--- src/rtl/decim_capture_ctrl.sv ---
// rtl/decim_capture_ctrl.sv - decimates ADC samples into N-beat AXIS capture frames
// Optional level trigger (ARM state, trig_level port) enabled by DECIM_TRIGGER_LEVEL_EN.
module decim_capture_ctrl #(
  parameter int DATA_WIDTH  = 12,
  parameter int RATIO_WIDTH = 8,
  parameter int LEN_WIDTH   = 16
) (
  input  logic                          clk,
  input  logic                          reset,
  input  logic signed [DATA_WIDTH-1:0]  data_in,
`ifdef DECIM_TRIGGER_LEVEL_EN
  input  logic signed [DATA_WIDTH-1:0]  trig_level,
`endif
  input  logic        [RATIO_WIDTH-1:0] cfg_ratio,
  input  logic        [LEN_WIDTH-1:0]   cfg_frame_len,
  input  logic                          start,
  input  logic                          abort,
  output logic signed [DATA_WIDTH-1:0]  m_axis_tdata,
  output logic                          m_axis_tvalid,
  input  logic                          m_axis_tready,
  output logic                          m_axis_tlast,
  output logic                          busy,
  output logic                          done,
  output logic                          overflow
);

  typedef enum logic [1:0] {
    S_IDLE    = 2'd0,
`ifdef DECIM_TRIGGER_LEVEL_EN
    S_ARM     = 2'd1,
`endif
    S_CAPTURE = 2'd2,
    S_DRAIN   = 2'd3
  } state_t;

  state_t                 state;
  logic [RATIO_WIDTH-1:0] ratio_q;
  logic [LEN_WIDTH-1:0]   len_q;
  logic [RATIO_WIDTH-1:0] phase;
  logic [LEN_WIDTH-1:0]   beat_cnt;

`ifdef DECIM_TRIGGER_LEVEL_EN
  logic signed [DATA_WIDTH-1:0] prev_sample;
  logic                         seeded;
  logic                         trig_hit;
`endif

  logic                   strobe;
  logic                   slot_free;
  logic [LEN_WIDTH-1:0]   beat_next;
  logic                   last_next;
  logic [RATIO_WIDTH-1:0] phase_next;

  assign strobe     = (phase == ratio_q - RATIO_WIDTH'(1));
  assign phase_next = strobe ? '0 : phase + RATIO_WIDTH'(1);
  // The output register can take a new beat if empty or emptying this cycle.
  assign slot_free  = !m_axis_tvalid || m_axis_tready;
  assign beat_next  = beat_cnt + LEN_WIDTH'(1);
  assign last_next  = (beat_next == len_q);
  assign busy       = (state != S_IDLE);

`ifdef DECIM_TRIGGER_LEVEL_EN
  assign trig_hit = seeded && (prev_sample < trig_level) && (data_in >= trig_level);
`endif

  always_ff @(posedge clk or posedge reset) begin
    if (reset) begin
      state         <= S_IDLE;
      ratio_q       <= RATIO_WIDTH'(1);
      len_q         <= LEN_WIDTH'(1);
      phase         <= '0;
      beat_cnt      <= '0;
      m_axis_tdata  <= '0;
      m_axis_tvalid <= 1'b0;
      m_axis_tlast  <= 1'b0;
      done          <= 1'b0;
      overflow      <= 1'b0;
`ifdef DECIM_TRIGGER_LEVEL_EN
      prev_sample   <= '0;
      seeded        <= 1'b0;
`endif
    end else begin
      done <= 1'b0;
      case (state)
        S_IDLE: begin
          m_axis_tvalid <= 1'b0;
          m_axis_tlast  <= 1'b0;
          if (start && !abort) begin
            ratio_q  <= (cfg_ratio == '0) ? RATIO_WIDTH'(1) : cfg_ratio;
            len_q    <= (cfg_frame_len == '0) ? LEN_WIDTH'(1) : cfg_frame_len;
            phase    <= '0;
            beat_cnt <= '0;
            overflow <= 1'b0;
`ifdef DECIM_TRIGGER_LEVEL_EN
            seeded   <= 1'b0;
            state    <= S_ARM;
`else
            state    <= S_CAPTURE;
`endif
          end
        end

`ifdef DECIM_TRIGGER_LEVEL_EN
        // The crossing sample itself becomes beat 1 of the frame.
        S_ARM: begin
          phase <= phase_next;
          if (abort) begin
            state <= S_IDLE;
          end else if (strobe) begin
            prev_sample <= data_in;
            seeded      <= 1'b1;
            if (trig_hit) begin
              phase         <= '0;
              m_axis_tdata  <= data_in;
              m_axis_tvalid <= 1'b1;
              beat_cnt      <= beat_next;
              m_axis_tlast  <= last_next;
              state         <= last_next ? S_DRAIN : S_CAPTURE;
            end
          end
        end
`endif

        S_CAPTURE: begin
          phase <= phase_next;
          if (abort) begin
            if (m_axis_tvalid && !m_axis_tready) begin
              m_axis_tlast <= 1'b1;
              state        <= S_DRAIN;
            end else begin
              m_axis_tvalid <= 1'b0;
              m_axis_tlast  <= 1'b0;
              state         <= S_IDLE;
            end
          end else begin
            if (m_axis_tvalid && m_axis_tready) begin
              m_axis_tvalid <= 1'b0;
              m_axis_tlast  <= 1'b0;
            end
            if (strobe) begin
              if (slot_free) begin
                m_axis_tdata  <= data_in;
                m_axis_tvalid <= 1'b1;
                beat_cnt      <= beat_next;
                m_axis_tlast  <= last_next;
                if (last_next) state <= S_DRAIN;
              end else begin
                overflow <= 1'b1;
              end
            end
          end
        end

        S_DRAIN: begin
          if (m_axis_tready) begin
            m_axis_tvalid <= 1'b0;
            m_axis_tlast  <= 1'b0;
            done          <= 1'b1;
            state         <= S_IDLE;
          end
        end

        default: state <= S_IDLE;
      endcase
    end
  end

endmodule
--- config.mk ---
export PLATFORM = sky130hd
export DESIGN_NAME = decim_capture_ctrl
export DESIGN_NICKNAME = d
export VERILOG_FILES = /design/src/rtl/decim_capture_ctrl.sv
export SDC_FILE = /design/constraint.sdc
export NUM_CORES = 1
export LEC_CHECK = 0
export BUFFER_PORTS_ARGS = -buffer_cell sky130_fd_sc_hd__buf_2
export CAP_MARGIN = 10
export CORE_MARGIN = 1
export CORE_UTILIZATION = 40
export DETAILED_ROUTE_END_ITERATION = 12
export PLACE_DENSITY = 0.56
export SKIP_CTS_REPAIR_TIMING = 1
export SYNTH_ARGS = -nofsm -noshare
export SYNTH_HDL_FRONTEND = slang
export SYNTH_SLANG_ARGS = --single-unit
--- constraint.sdc ---
create_clock -name clk -period 3.7 [get_ports clk]
set_input_delay 0.555 -clock clk [delete_from_list [all_inputs] [get_ports clk]]
set_output_delay 0.555 -clock clk [all_outputs]
set_load 0.01 [all_outputs]
==> impl_metrics.csv <==
group,metric,value,unit
synth,synth_area_leaders,"dfrtp_1, mux2_2, xnor2_1",
timing,fin_skew,0.0161,ns
place,hpwl,6400,µm
synth,synth.most_common_cell,"dfrtp_1",
clock_tree,numCtsBuffers,9,
power_and_ir_drop,p_clk_frac,0.296,
floorplan,ios,58,
setup_path,required,3.93,ns
global_routing,grt_pass1_wl,15300,µm
setup_path,crit_path_end_kind,"flip-flop",
power_and_ir_drop,power_frac_seq,0.467,
run_status,status,"finished clean",
route,ant_nets,0,
setup_path,arrival,3.16,ns
global_routing,grt_antenna_before_repair,0,
timing,slew_headroom,0.413,
synth,syn_area,3860,µm²
synth,synthCells,396,
synth,synthesis.nets,440,
power_and_ir_drop,swShare,0.314,
synth,muxShareOfSynthArea,0.115,
setup_path,startpoint_type,"flip-flop",
run,cap_viol_max_count,0,
place,dpl_worst_slack,0.783,ns
route,wl_per_cell,15.9,µm
timing,fmax,341,MHz
power_and_ir_drop,combPwrFrac,0.237,
global_routing,grt_overflow,0,
power_and_ir_drop,power.density,467,nW/µm²
timing,period_share,0.792,
final_layout,area_growth,15.5,%
clock_tree,cts_tree,"yes",
route,via_count,3186,
synth,yosys_warnings,0,
floorplan,core,9280,µm²
synth,synth_compound_area_frac,0.158,
timing,holdWs,0.436,ns
clock_tree,clock_path_buffers,2,
setup_path,crit_fanout,22,
clock_tree,root_buffer,"clkbuf_8",
synth,synthTopCellsByCount,"dfrtp_1, nor2_1, mux2_2",
place,gp_congestion,0.815,
clock_tree,htree_levels,3,
route,wl,9220,µm
synth,seq_area_frac_synth,0.428,
timing,hold_viol,0,
timing,slew_viol_final,0,
power_and_ir_drop,power.leakage,0.00192,µW
power_and_ir_drop,p_switching,655,µW
final_layout,final_area,4460,µm²
timing,rsz0062_at_grt,"false",
place,dpl-instance-area,4270,µm²
clock_tree,clk_latency,0.35,ns
synth,synth_top_family_by_area,"simple AND/OR/NAND/NOR gates",
route,dr.pass1.iters,4,
power_and_ir_drop,p_total,2090,µW
synth,synth.distinct_cells,58,
clock_tree,cts.sinks,66,
synth,synthArstFlopShare,1.00,
route,drc,0,
timing,period_needed,2.93,ns
timing,setup_tns,0,ns
floorplan,die_h,100,µm
timing,worstMarginPinSlew,0.878,ns
global_routing,first_global_vias,3004,
final_layout,drive_above_1_share,0.277,
final_layout,final_nets,491,
synth,post_synth_and_or_nand_nor_area_fraction,0.178,
setup_path,path_class,"flip-flop to flip-flop",
power_and_ir_drop,vdd_drop_max,0.194,mV
synth,synth_edf_count,0,
hold_path,hold_path.class,"input pin to flip-flop",
floorplan,dieArea,10100,µm²
synth,avgSynthCellArea,9.76,µm²
timing,setup_ws,0.768,ns
synth,synthXorXnorAreaFrac,0.0680,
place,port_buffers,57,
timing,setup_viol_count_final,0,
synth,synth.top_cell.area_share,0.415,
power_and_ir_drop,p_int,1430,µW
route,drt-initial-drc-count,177,
synth,yosys.area_share.adder,0.00972,
floorplan,start_util,0.416,
synth,yosysTopAreaCell,"dfrtp_1",
clock_tree,clk_transition_reported_paths,0.08,ns
global_routing,track_usage,0.197,
floorplan,die_x,100,µm
synth,ys_ff_latch,66,
synth,ys.flop_type,"dfrtp_1",
floorplan,placementRows,35,
global_routing,grt_max_degree,67,
route,viasPerCell,5.48,
final_layout,n_antenna_cell,0,
-- power groups by stage --
stage / Sequential (µW) / Clock [µW] / Combinational [µW]
6_report: 973 / 618 / 495
5_1_grt: 993 / 663 / 550
4_1_cts: 973 / 633 / 500
3_5_place_dp: 984 / 0 / 499
3_3_place_gp: 981 / 0 / 487
2_1_floorplan: 949 / 0 / 372
-- sequential cells by signal, summed over array words and instances, names as in the netlist --
name	count
m_axis_tlast	1
overflow	1
beat_cnt	16
m_axis_tdata	12
phase	8
done	1
ratio_q	8
state	2
m_axis_tvalid	1
len_q	16
-- critical path, cell delays in order, from the launching register on --
cell	delay, ns
dfrtp_1	0.45
or4_4	0.54
nor4_1	0.29
a311oi_1	0.12
a211o_2	0.51
a21oi_4	0.18
buf_4	0.33
mux2_2	0.38
-- cell usage in the layout (no fill, tap or decap), types with 5 or more instances in the layout --
cell type  count
nand2b_1       5
nor4_1        13
buf_4          9
nor3_1        12
nand3_1       19
nand2_1       23
o21ai_0       23
a31oi_1        7
nor2_1        31
mux2_2        24
buf_2         57
a21oi_1       14
clkbuf_8      10
xnor2_1       18
mux2_4         9
nor2b_1        8
inv_1         12
dfrtp_1       64
a22o_1        11
xor2_1        12
-- final cells by class --
type / instances / area (µm²)
Multi-Input combinational cell: 291 / 2050
Inverter: 13 / 48.8
Timing Repair Buffer: 66 / 353
Clock buffer: 12 / 145
Fill cell: 938 / 4820
Clock inverter: 4 / 51.3
Tap cell: 129 / 161
Sequential cell: 66 / 1650
-- metal layers --
metal / vias up / part of all wire / global-route usage
met3: 8 / 0.042 / 0.0376
li1: 1545 / - / -
met4: 0 / 0.010 / 0.0613
met1: 1563 / 0.50 / 0.283
met2: 70 / 0.45 / 0.299
met5: - / 0 / 0
-- logic make-up (layout without fill, tap and decap cells) --
logic type,count (synthesis),in the layout
and+or+nand+nor,133,133
buffers and inverters,39,95
adders and majority gates,3,3
DFF,66,66
muxes,37,37
AOI/OAI and AO/OA,88,88
xor gates and xnor gates,30,30
-- stage by stage --
| step | util | instances |
|---|---|---|
| 6_report | 0.481 | 581 |
| 5_1_grt | 0.481 | 581 |
| 4_1_cts | 0.481 | 581 |
| 3_5_place_dp | 0.460 | 565 |
| 3_3_place_gp | 0.460 | 565 |
| 2_1_floorplan | - | 396 |
-- worst paths after layout --
path	startpoint	end	slack, ns	depth (start not counted)
setup / recovery	ratio_q[2]	m_axis_tdata[8]	0.77	7
max in group asynchronous	reset	len_q[1]	2.69	3
hold / removal	data_in[7]	m_axis_tdata[7]	0.44	2
min in group asynchronous	reset	m_axis_tdata[7]	0.46	3
setup reg to reg	ratio_q[2]	m_axis_tdata[8]	0.77	7
hold reg to reg	m_axis_tdata[1]	m_axis_tdata[1]	0.51	1
Note: power is estimated with default switching activity, not from simulation.
